===== config.mk =====
export PLATFORM = sky130hd
export DESIGN_NAME = hog_gradient_ctrl
export DESIGN_NICKNAME = d
export VERILOG_FILES = /design/src/rtl/hog_gradient_ctrl.sv
export SDC_FILE = /design/constraint.sdc
export NUM_CORES = 1
export LEC_CHECK = 0
export CAP_MARGIN = 20
export CORE_MARGIN = 2
export CORE_UTILIZATION = 30
export DETAILED_ROUTE_END_ITERATION = 8
export PLACE_DENSITY = 0.71
export SYNTH_ARGS = -nofsm -noshare
export SYNTH_HDL_FRONTEND = slang
export SYNTH_SLANG_ARGS = --single-unit

===== constraint.sdc =====
create_clock -name clk -period 3.6 [get_ports clk]
set_input_delay 0.54 -clock clk [delete_from_list [all_inputs] [get_ports clk]]
set_output_delay 0.54 -clock clk [all_outputs]
set_load 0.05 [all_outputs]

===== src/rtl/hog_gradient_ctrl.sv =====
// hog_gradient_ctrl: frame sequencer for hog_gradient; forwards interior kernels
// and tags each Gx/Gy result with its interior column/row and end-of-frame flag.
module hog_gradient_ctrl #(
    parameter int IMG_WIDTH    = 64,
    parameter int IMG_HEIGHT   = 128,
    parameter int KERNEL_WIDTH = 72,
    parameter int TAG_DEPTH    = 4,
    localparam int CW = $clog2(IMG_WIDTH),
    localparam int RW = $clog2(IMG_HEIGHT)
) (
    input  logic                    clk,
    input  logic                    rst,
    input  logic                    start,
    output logic                    busy,
    output logic                    done,
    input  logic                    s_valid,
    output logic                    s_ready,
    input  logic [KERNEL_WIDTH-1:0] s_kernel,
    output logic                    k_valid,
    input  logic                    k_ready,
    output logic [KERNEL_WIDTH-1:0] kernel,
    input  logic                    g_valid,
    output logic                    g_ready,
    input  logic [8:0]              g_gx,
    input  logic [8:0]              g_gy,
    output logic                    m_valid,
    input  logic                    m_ready,
    output logic [8:0]              m_gx,
    output logic [8:0]              m_gy,
    output logic [CW-1:0]           m_col,
    output logic [RW-1:0]           m_row,
    output logic                    m_last
);
    localparam int AW = $clog2(TAG_DEPTH);
    localparam logic [CW-1:0] X_LAST = CW'(IMG_WIDTH - 1);
    localparam logic [RW-1:0] Y_LAST = RW'(IMG_HEIGHT - 1);
    localparam logic [CW-1:0] X_TAIL = CW'(IMG_WIDTH - 2);
    localparam logic [RW-1:0] Y_TAIL = RW'(IMG_HEIGHT - 2);

    typedef enum logic [1:0] {IDLE, RUN, DRAIN, DONE} state_t;

    state_t          state, state_nx;
    logic [CW-1:0]   x;
    logic [RW-1:0]   y;
    logic            last_out;
    logic [CW-1:0]   col_mem [TAG_DEPTH];
    logic [RW-1:0]   row_mem [TAG_DEPTH];
    logic [TAG_DEPTH-1:0] last_mem;
    logic [AW-1:0]   wr_ptr, rd_ptr;
    logic [AW:0]     count;
    logic            tag_full, tag_empty, interior, running;
    logic            in_hs, out_hs, push, frame_end, last_hs;

    assign tag_full  = count == (AW+1)'(TAG_DEPTH);
    assign tag_empty = count == '0;
    assign running   = state == RUN;
    assign interior  = x != '0 && x != X_LAST && y != '0 && y != Y_LAST;

    // Border kernels are swallowed regardless of downstream readiness.
    assign k_valid = running && interior && s_valid && !tag_full;
    assign s_ready = running && (!interior || (k_ready && !tag_full));
    assign kernel  = s_kernel;
    assign in_hs   = s_valid && s_ready;
    assign push    = in_hs && interior;

    assign m_valid = g_valid && !tag_empty;
    assign g_ready = m_ready && !tag_empty;
    assign m_gx    = g_gx;
    assign m_gy    = g_gy;
    assign m_col   = tag_empty ? '0 : col_mem[rd_ptr];
    assign m_row   = tag_empty ? '0 : row_mem[rd_ptr];
    assign m_last  = !tag_empty && last_mem[rd_ptr];
    assign out_hs  = m_valid && m_ready;

    assign frame_end = in_hs && x == X_LAST && y == Y_LAST;
    assign last_hs   = out_hs && m_last;

    always_comb begin
        state_nx = state;
        case (state)
            IDLE:    state_nx = start ? RUN : IDLE;
            RUN:     state_nx = !frame_end ? RUN : (last_out || last_hs) ? DONE : DRAIN;
            DRAIN:   state_nx = last_out ? DONE : DRAIN;
            default: state_nx = IDLE;
        endcase
    end

    always_ff @(posedge clk or negedge rst) begin
        if (!rst) begin
            state    <= IDLE;
            busy     <= 1'b0;
            done     <= 1'b0;
            x        <= '0;
            y        <= '0;
            last_out <= 1'b0;
            wr_ptr   <= '0;
            rd_ptr   <= '0;
            count    <= '0;
        end else begin
            state <= state_nx;
            busy  <= state_nx != IDLE;
            done  <= state_nx == DONE;
            if (state == IDLE && start) begin
                x        <= '0;
                y        <= '0;
                last_out <= 1'b0;
            end else begin
                if (in_hs) begin
                    x <= x == X_LAST ? '0 : x + CW'(1);
                    if (x == X_LAST) y <= y == Y_LAST ? '0 : y + RW'(1);
                end
                if (last_hs) last_out <= 1'b1;
            end
            if (push) wr_ptr <= wr_ptr + AW'(1);
            if (out_hs) rd_ptr <= rd_ptr + AW'(1);
            count <= count + (AW+1)'(push) - (AW+1)'(out_hs);
        end
    end

    always_ff @(posedge clk) begin
        if (push) begin
            col_mem[wr_ptr]  <= x - CW'(1);
            row_mem[wr_ptr]  <= y - RW'(1);
            last_mem[wr_ptr] <= x == X_TAIL && y == Y_TAIL;
        end
    end
endmodule


======== Yosys cells after proc, flatten, opt, wreduce, memory -nomap -nowiden ========
Memories as Yosys holds them, arrays and structs flattened.
Index checks and enable logic that the tools add are counted.
word-level totals
  input bits .............................. 97
  RAM bits ................................ 52
  word-level logic and storage cells ...... 90
  memories ................................ 2
  flip-flop bits (word level) ............. 29
  output and inout bits ................... 110
memories
  name     depth  bits a word  rd ports  clocked after Yosys merged registers in  write ports  line  text
  row_mem  4      7            1         0                                        1            47    logic [RW-1:0] row_mem [TAG_DEPTH];
  col_mem  4      6            1         0                                        1            46    logic [CW-1:0] col_mem [TAG_DEPTH];
cells by class
  equality and inequality tests ........... 10
  reductions and logical operators ........ 34
  add/subtract/negate cells ............... 8
  magnitude comparators ................... 3
  mux-type cells .......................... 23
operator list
  cell                                                        count
  two-way mux 7 bit                                           5
  two-way mux 6 bit                                           4
  logical AND 1 bit                                           20
  == test 7 bit, second input constant                        2
  == test 6 bit, second input constant                        2
  two-way mux 1 bit                                           9
  nonzero test 2 bit                                          4
  adder 7 x 1 -> 7 bit, second input constant                 1
  inequality test 7 bit, second input constant                1
  nonzero test 7 bit                                          1
  subtractor 7 x 1 -> 7 bit, second input constant            1
  adder 6 x 1 -> 6 bit, second input constant                 1
  less-than comparator 2 x 3 -> 1 bit, second input constant  2
  inequality test 6 bit, second input constant                1
  case mux 2 bit (3 select lines)                             1
  nonzero test 6 bit                                          1
  subtractor 6 x 1 -> 6 bit, second input constant            1
  adder 2 x 1 -> 2 bit, second input constant                 2
  bitwise mux 4 bit                                           1
  == test 2 bit, second input constant                        2
  adder 3 x 1 -> 3 bit                                        1
  == test 3 bit, second input constant                        1
  zero test 1 bit                                             3
  zero test 3 bit                                             1
  9 further kinds                                             10

======== Depth between registers and ports, before layout ========
  word-level depth ........................ 13
  depth in mapped cells ................... 13
  gate-level depth less buffers ........... 13

======== Least setup slack after synthesis ========
No wires, ideal clock.
  path type ............................... register to output
  start point ............................. register x[0]
  end point ............................... output k_valid
  required time ........................... 3.060 ns
  data arrival time ....................... 2.362 ns
  stages on the path, launching flop included .. 6
  path buffers ............................ 0
  slack ................................... 0.698 ns
  cell sequence ........................... dfrtp_1 -> inv_1 -> ha_1 -> a32oi_2 -> nand3_1 -> nor3b_1
between the ends
  word-level cells in the longest chain between the ends .. 7
  elaborated cells on any way between the ends .. 8
  classes of those cells .................. 1 x eq/ne; 7 x reduce/logical
ends and longest elaborated chain
  what                                                                line  text
  start: declaration                                                  43    logic [CW-1:0] x;
  start signal: assignment                                            109   x <= x == X_LAST ? '0 : x + CW'(1);
  inequality test 6 bit / nonzero test 6 bit (equally long branches)  57    assign interior = x != '0 && x != X_LAST && y != '0 && y != Y_LAST;
  logical AND 1 bit * (3 in series)                                   57
  logical AND 1 bit * (3 in series)                                   60    assign k_valid = running && interior && s_valid && !tag_full;
  end: declaration                                                    19    output logic k_valid,
Mark *: on every way between the ends. The rest lies on a longest branch, timed or not.

======== Final worst setup path ========
Same ends and word-level chain as after synthesis.

==> reports/qor.csv <==
stage;metric;value;unit
clocking;h-tree-depth;3;
min_path;hold_path_class;reg2reg;
layout;num_antenna_cells;0;
floorplanning;num_io_pins;207;
clocking;cts.path.max_buffers;2;
worst_setup_path;required;3060;ps
yosys;synth_top_area_cell;edfxtp_1;
floorplanning;initial_core_util;0.308;
global_route;grt_pass1_vias;2262;
clocking;clkTransAtPathRegs;60;ps
worst_setup_path;path_cells;inv_1, ha_1, a32oi_2, nand3_1, nor3b_1, clkdlybuf4s50_1;
power_and_ir_drop;p_per_area;781;nW/um2
yosys;syn_nets;465;
timing;max_freq;0.299;GHz
yosys;synth_ff_type;edfxtp_1;
power_and_ir_drop;leakage;0.00159;uW
global_route;grt_max_degree;18;
floorplanning;die_h;127;um
worst_setup_path;crit_path_end_kind;output port;
clocking;cts_tree;yes;
placement;dp_slack;586;ps
clocking;cts_setup_buffers;0;
timing;final-setup-viol-count;0;
timing;rsz0062_at_grt;no;
yosys;avgSynthCellArea;12.7;um2
worst_setup_path;slowest_stage;clkdlybuf4s50_1;
floorplanning;rows;44;
clocking;clkLatencyLatePin;330;ps
timing;finalClockSkew;7.98;ps
global_route;antenna_found_initial;0;
yosys;synth_top_area_frac;0.373;
layout;multiInputGateArea;1380;um2
placement;gp_congestion;0.729;
floorplanning;die_w;127;um
layout;seqCellArea;2310;um2
yosys;synth-seq-cells;81;
timing;finalCritPeriodShare;0.928;
placement;portBuffers;26;
timing;hold_violations;0;
worst_setup_path;path_class;reg2out;
routing;drt-total-wl;7890;um
timing;finalCriticalPeriod;3340;ps
clocking;clock-sinks;81;
routing;drtPass1Iterations;4;
routing;viasPerCell;4.72;
yosys;yosysWarningCount;0;
timing;maxSlewHeadroom;0.476;
routing;drtIter0Drc;139;
global_route;track_usage;0.0978;
yosys;ys_async_sr_fraction;0.309;
yosys;seq_area_frac_synth;0.511;
clocking;hold_buffers;0;
worst_setup_path;critPathArrivalTime;2800;ps
yosys;synth_edf_count;56;
timing;setup_slack;260;ps
status;status;complete, no violations;
routing;ant_nets;0;
clocking;ctsResizeCount;0;
global_route;globalRouteOverflowTotal;0;
worst_setup_path;slowest_delay;850;ps
worst_setup_path;cp-start-kind;flop;
timing;drv_slew;0;
placement;hpwl;5740;um
floorplanning;die_area;16000;um2
global_route;grt_pass1_wl;12100;um
yosys;synth_cell_types;52;
floorplanning;coreArea;14600;um2
timing;tightest_slew;785;ps
yosys;ys_top_cells_by_area;edfxtp_1 (37%), buf_4 (15%), dfrtp_1 (14%);
timing;fin_tns_setup;0;ps
layout;nets;404;
routing;drc;0;
job;cap_viol_max_count;0;
clocking;root_buffer;clkbuf_16;
power_and_ir_drop;finalPower;3580;uW
layout;layout-drive-gt1-share;0.167;
power_and_ir_drop;ir_drop;0.000310;V
routing;vias;2280;
yosys;netlist_area;4510;um2
worst_setup_path;cp_max_fo;6;
routing;wire_per_inst;16.3;um
yosys;synthCells;355;
layout;nFillCells;1451;
layout;area_delta_synth_final;1.44;%
clocking;cts-buffers-inserted;9;
cell type report:
cell class / count / share of cell area
Timing Repair Buffer: 30 / 0.0650
Clock buffer: 10 / 0.0522
Inverter: 16 / 0.0131
Sequential cell: 81 / 0.504
Multi-Input combinational cell: 156 / 0.301
Tap cell: 184 / 0.0503
Clock inverter: 6 / 0.0142
where the power goes:
part           switching (uW)  internal [uW]  leakage (uW)
sequential                158           1160      0.000756
clock                     369            558      0.000149
combinational             797            533      0.000689
total                    1320           2250       0.00159
state kept, by name (all words and copies together), names as in the netlist:
signal / flops
last_out: 1
col_mem: 24
state: 2
busy: 1
x: 6
y: 7
done: 1
row_mem: 28
last_mem: 4
rd_ptr: 2
wr_ptr: 2
count: 3
final timing paths:
| path | cells past startpoint | end | slack, ps | startpoint |
|---|---|---|---|---|
| worst max-delay path | 6 | k_valid | 260 | x[0]$_DFFE_PN0P_ |
| worst min-delay path | 1 | count[0]$_DFF_PN0_ | 550 | count[0]$_DFF_PN0_ |
| worst max register to register | 13 | count[2]$_DFF_PN0_ | 610 | x[0]$_DFFE_PN0P_ |
| worst min register to register | 1 | count[0]$_DFF_PN0_ | 550 | count[0]$_DFF_PN0_ |
| max in group asynchronous | 2 | wr_ptr[0]$_DFFE_PN0P_ | 2510 | rst |
| min in group asynchronous | 1 | x[2]$_DFFE_PN0P_ | 580 | rst |
worst max-delay path: cells and delay by family, from the launching register on:
family	cells	cell delay, ps
AO/OA/AOI/OAI	1	290
buffers and inverters	2	990
AND/OR/NAND/NOR	2	460
flip-flops	1	440
adder cells (fa/ha/maj)	1	280
cell usage after synthesis, drive strengths merged (2+ instances only):
cell type	count
mux2	2
nor2	15
mux4	14
and4	3
inv	16
ha	12
o211ai	2
o31ai	3
nor3b	3
or3b	3
buf	99
a21oi	5
nand3	8
o21ai	4
nand3b	3
edfxtp	56
clkbuf	3
and2	5
xnor2	10
dfrtp	25
nor3	9
nand2	13
nor2b	16
nand4	3
a311oi	2
xor2	9
layout by cell type (no fill, tap or decap), drive strengths merged, types with 4 or more instances in the layout:
| master | count |
|---|---|
| edfxtp | 56 |
| clkdlybuf4s50 | 26 |
| dfrtp | 25 |
| inv | 18 |
| nor2b | 16 |
| nor2 | 15 |
| mux4 | 14 |
| nand2 | 13 |
| ha | 12 |
| xnor2 | 10 |
| clkbuf | 10 |
| xor2 | 9 |
| nor3 | 9 |
| nand3 | 8 |
| and2 | 5 |
| a21oi | 5 |
| o21ai | 4 |
| buf | 4 |
cell families (layout without fill, tap and decap cells):
group,count (synthesis),in the layout,synth area share
AND/OR/NAND/NOR,86,86,0.117
XOR/XNOR,19,19,0.0369
flip-flops,81,81,0.511
adder cells (fa/ha/maj),13,13,0.0377
multiplexers,17,17,0.0779
buffers and inverters,118,62,0.184
AO/OA/AOI/OAI,21,21,0.0355
metrics by stage:
step / instance area, um2 / util / hold WS [ps] / std cells
after detailed placement: 4280 / 0.292 / 542 / 467
after global routing: 4580 / 0.313 / 583 / 483
after CTS: 4580 / 0.313 / 557 / 483
after floorplan: 4510 / - / 244 / 355
after global placement: 4260 / 0.291 / 525 / 466
final: 4580 / 0.313 / 554 / 483
layer usage:
layer / wire length, um / GRT usage / share of wire / vias to the layer above
met3: 576 / 0.0329 / 0.073 / 64
li1: - / - / - / 1027
met5: 0 / 0 / 0 / -
met4: 425 / 0.0705 / 0.054 / 0
met2: 3710 / 0.157 / 0.47 / 91
met1: 3180 / 0.109 / 0.40 / 1098
Note: power is estimated with default switching activity, not from simulation.
